===== src/rtl/pulse_pkg.sv =====
// Shared definitions for the output pulse stretcher: state encoding, bit
// positions within the state word, and a counter sizing helper.
package pulse_pkg;

  localparam int unsigned STATE_W  = 2;
  localparam int unsigned B_BIT    = 1;
  localparam int unsigned HOLD_BIT = 0;

  // bit1 drives B, bit0 enables the hold counter
  typedef enum logic [STATE_W-1:0] {
    OFF_IDLE = 2'b00,
    OFF_HOLD = 2'b01,
    ON_IDLE  = 2'b10,
    ON_HOLD  = 2'b11
  } pulse_state_e;

  // Smallest width w (at least 1) with 2**w >= value.
  function automatic int unsigned clog2(input int unsigned value);
    int unsigned w;
    w = 0;
    while ((w < 31) && ((32'd1 << w) < value)) w = w + 1;
    return (w == 0) ? 1 : w;
  endfunction

endpackage


===== src/rtl/pulse_stretcher.sv =====
// Shapes a strobe or level request A into output B with guaranteed minimum
// high and low times; requests during the low hold are deferred and merged.
module pulse_stretcher
  import pulse_pkg::*;
#(
  parameter int unsigned HIGH_MIN    = 4,
  parameter int unsigned LOW_MIN     = 4,
  parameter int unsigned COUNT_WIDTH = 3,
  parameter bit          RETRIGGER   = 1'b1
) (
  input  logic clk,
  input  logic rst,
  input  logic A,
  output logic B,
  output logic busy
);

  localparam logic [COUNT_WIDTH-1:0] HIGH_LAST = COUNT_WIDTH'(HIGH_MIN - 1);
  localparam logic [COUNT_WIDTH-1:0] LOW_LAST  = COUNT_WIDTH'(LOW_MIN - 1);

  pulse_state_e           state_q, state_d;
  logic [COUNT_WIDTH-1:0] count_q, count_d;
  logic                   pending_q, pending_d;
  logic                   a_q;
  logic                   rise;
  logic                   restart;

  assign rise = A & ~a_q;

  // Next state, deferred-request flag and hold counter
  always_comb begin
    state_d   = state_q;
    pending_d = 1'b0;
    restart   = 1'b0;
    case (state_q)
      OFF_IDLE: begin
        if (A) state_d = ON_HOLD;
      end
      ON_HOLD: begin
        // retrigger beats terminal count in the same cycle
        if (RETRIGGER && rise) begin
          restart = 1'b1;
        end else if (count_q == HIGH_LAST) begin
          state_d = A ? ON_IDLE : OFF_HOLD;
        end
      end
      ON_IDLE: begin
        if (!A) state_d = OFF_HOLD;
      end
      OFF_HOLD: begin
        if (count_q == LOW_LAST) begin
          state_d = (pending_q | A) ? ON_HOLD : OFF_IDLE;
        end else begin
          pending_d = pending_q | A;
        end
      end
      default: state_d = OFF_IDLE;
    endcase

    if (restart || (state_d != state_q) || !state_q[HOLD_BIT]) begin
      count_d = '0;
    end else begin
      count_d = count_q + COUNT_WIDTH'(1);
    end
  end

  // State, counter and request history registers
  always_ff @(posedge clk) begin
    if (rst) begin
      state_q   <= OFF_IDLE;
      count_q   <= '0;
      pending_q <= 1'b0;
      a_q       <= 1'b0;
    end else begin
      state_q   <= state_d;
      count_q   <= count_d;
      pending_q <= pending_d;
      a_q       <= A;
    end
  end

  assign B    = state_q[B_BIT];
  assign busy = state_q[HOLD_BIT];

endmodule


===== config.mk =====
export PLATFORM = sky130hd
export DESIGN_NAME = pulse_stretcher
export DESIGN_NICKNAME = d
export VERILOG_FILES = /design/src/rtl/pulse_pkg.sv /design/src/rtl/pulse_stretcher.sv
export SDC_FILE = /design/constraint.sdc
export NUM_CORES = 1
export LEC_CHECK = 0
export BUFFER_PORTS_ARGS = -buffer_cell sky130_fd_sc_hd__buf_4
export CAP_MARGIN = 40
export CORE_AREA = 2 2 39 41
export CTS_CLUSTER_DIAMETER = 40
export DETAILED_ROUTE_END_ITERATION = 7
export DIE_AREA = 0 0 41 43
export PLACE_DENSITY = 0.34
export SLEW_MARGIN = 10
export SYNTH_ARGS = -nofsm -noshare
export SYNTH_HDL_FRONTEND = slang
export SYNTH_SLANG_ARGS = --single-unit
export TNS_END_PERCENT = 50

===== constraint.sdc =====
create_clock -name clk -period 4.12 [get_ports clk]
set_clock_uncertainty 0.15 [all_clocks]
set_input_delay 0.618 -clock clk [delete_from_list [all_inputs] [get_ports clk]]
set_output_delay 0.618 -clock clk [all_outputs]
set_load 0.01 [all_outputs]

==> results.py <==
metrics = {
    "worst_hold_path": {
        "hold_path_depth": 1,
        "min_from": "count_q[0]",
        "min_delay_worst_endpoint": "count_q[0]",
        "hold_class": "flip-flop to flip-flop",
    },
    "layout": {
        "diode_count": 0,
        "post_layout_nonfiller_instances": 54,
        "area_growth_syn_to_layout_pct": 26.6,
        "layout.cells.most_common_list": "sky130_fd_sc_hd__dfxtp_1 (7), sky130_fd_sc_hd__inv_1 (5), sky130_fd_sc_hd__nor2_1 (4), sky130_fd_sc_hd__buf_4 (4), sky130_fd_sc_hd__clkbuf_4 (3)",
        "final_stage_net_count": 44,
        "final_layout_size_suffix_gt1_share_pct": 26.3,
        "layout_commonest_cell": "sky130_fd_sc_hd__dfxtp_1",
    },
    "clocking": {
        "cts.hold.buffers_added": 0,
        "numCtsBuffers": 3,
        "tritoncts": "built",
        "cts.repair_timing.setup_buffer_count": 0,
        "clockRootBuffer": "sky130_fd_sc_hd__clkbuf_4",
        "clk-insertion-delay-late_ns": 0.24,
        "htree_levels": 1,
        "max-clock-path-buffers": 2,
        "clock_sinks": 7,
        "cts.repair.resized": 0,
        "clk_pin_slew_worst_paths_ns": 0.05,
    },
    "timing": {
        "setup_viol": 0,
        "period_minus_slack_ns": 1.61,
        "fmaxAchievable_ghz": 0.623,
        "fin_crit_sh_pct": 39.0,
        "finalSetupTns_ns": 0,
        "timing.max_slew.rel_slack_pct": 85.2,
        "rsz_0062_raised_after_global_routing": "no",
        "finalHoldViolations": 0,
        "timing.final.max_slew_violations": 0,
        "tightest_slew_ns": 0.221,
    },
    "worst_setup_path": {
        "cpPeakStageDelay_ns": 0.43,
        "critical_path.reg2reg.endpoint": "count_q[0]",
        "worstReg2RegStart": "count_q[0]",
        "worstSetupPathType": "flip-flop to output pin",
        "critical-path-top-delay-family": "flip-flops",
        "critPathRequiredTime_ns": 3.35,
        "register_to_register_path_depth": 5,
        "reg2reg_setup_slack_ns": 2.62,
        "crit_chain": "buf_4",
        "arrival_ns": 0.84,
        "worst_setup_path_start_kind": "flip-flop",
        "critical_path_buf_inv_count": 1,
        "critical_path.slowest_cell": "sky130_fd_sc_hd__dfxtp_1",
        "worst_setup_path_end_kind": "output pin",
        "critical_path.max_fanout": 7,
    },
    "power_and_ir_drop": {
        "leakage_nw": 0.147,
        "vdd_ir_drop_max_v": 0.000136,
        "power_density_nw_per_um2": 419,
    },
    "floorplan": {
        "start_util_pct": 20.7,
        "fp-row-count": 14,
        "die-area_um2": 1760,
        "core_ar_um2": 1380,
        "die_w_um": 41,
        "dieHeight_um": 43,
        "pin_count": 5,
    },
    "drt": {
        "drt_iter0_markers": 0,
        "post-route-drc-count": 0,
        "avgRoutedWirePerCell_um": 9.35,
        "dr.pass1.iters": 1,
        "drt_antenna_net_count": 0,
        "totalWireLength_um": 505,
        "num_vias": 232,
        "route.detailed.vias_per_inst": 4.30,
    },
    "placement": {
        "port_buffers": 4,
        "dp_hpwl_um": 411,
        "place.detailed.instances": 50,
        "globalplace.congestion": 0.657,
    },
    "outcome": {
        "outcome": "completed",
    },
    "synth": {
        "seq_area_frac_synth_pct": 48.9,
        "synth_top_area_cell": "sky130_fd_sc_hd__dfxtp_1",
        "synthesis.nets": 35,
        "synthCells": 30,
        "synthesis_warnings": 0,
        "post_synth.cell_area_avg_um2": 9.55,
        "netlist_area_um2": 287,
        "synth_seq_cells": 7,
        "synth_area_leaders": "sky130_fd_sc_hd__dfxtp_1 (49%), sky130_fd_sc_hd__ha_1 (8.7%), sky130_fd_sc_hd__inv_1 (6.6%)",
        "netlist-cell-type-count": 15,
        "synth_largest_type_area_fraction_pct": 48.9,
    },
    "global_route": {
        "first_global_vias": 217,
        "largest_net_degree_at_the_start_of_global_routing": 8,
        "antenna_found_initial": 0,
        "grtUsageTotal_pct": 7.14,
        "globalRoute.totalOverflow": 0,
        "grt_first_pass_wirelength_um": 772,
    },
    "job": {
        "cap_viol_max_count": 0,
    },
}
==> worst max path at each step <==
stage / to / slack, ns / cells after the start / from
detailed placement: count_q[0] / 2.62 / 5 / count_q[0]
global placement: state_q[0] / 2.62 / 4 / A
CTS: busy / 2.51 / 1 / state_q[0]
floorplan: count_q[0] / 2.70 / 5 / count_q[0]
finish: B / 2.51 / 1 / state_q[1]
global route: B / 2.47 / 1 / state_q[1]
==> flip-flops by register name (all words and copies together) (netlist names) <==
name	count
a_q	1
count_q	3
pending_q	1
state_q	2
==> metrics by stage <==
stage	worst slack, ns	cell area [um2]	power (mW)	util (%)	hold WS, ns
finish	2.51	363	0.152	26.2	0.265
global route	2.47	363	0.163	26.2	0.306
CTS	2.51	363	0.157	26.2	0.268
detailed placement	2.62	337	0.0941	24.3	0.260
global placement	2.62	337	0.0937	24.3	0.262
floorplan	2.70	287	0.0862	-	0.247
==> routing by layer <==
metal	up-vias	wire, um	GRT usage (%)	part of all wire (%)
met5	-	0	0	0
met4	0	4	6.00	0.79
met3	2	53	5.24	10
met2	7	244	10.3	48
met1	102	203	6.13	40
li1	121	-	-	-
==> final cells by class <==
type / instances / area (um2)
fillers: 159 / 1020
well taps: 16 / 20.0
inverters: 5 / 18.8
flip-flops and latches: 7 / 140
multi-input cells: 18 / 128
repair buffers: 4 / 30.0
clock buffers: 4 / 26.3
==> logic make-up after synthesis <==
logic type,synth area share [%]
and+or+nand+nor,19.6
DFF,48.9
AOI/OAI and AO/OA,16.2
buffers and inverters,6.55
adders and majority gates,8.73
==> where the power goes <==
part           switching, mW  internal, mW  total (mW)
Clock                 0.0226        0.0368      0.0594
Sequential           0.00378        0.0717      0.0755
Combinational        0.00817       0.00893      0.0171
Total                 0.0345         0.117       0.152
==> Yosys cell counts, drive strengths merged <==
| cell | count |
|---|---|
| nor3 | 1 |
| nand2 | 1 |
| a211oi | 2 |
| nor2b | 1 |
| nor4 | 1 |
| nand2b | 1 |
| ha | 2 |
| o2bb2ai | 1 |
| dfxtp | 7 |
| or2 | 1 |
| a311o | 1 |
| nor2 | 4 |
| o22ai | 1 |
| inv | 5 |
| a21oi | 1 |
No activity file was read; power rests on OpenSTA's default activity.
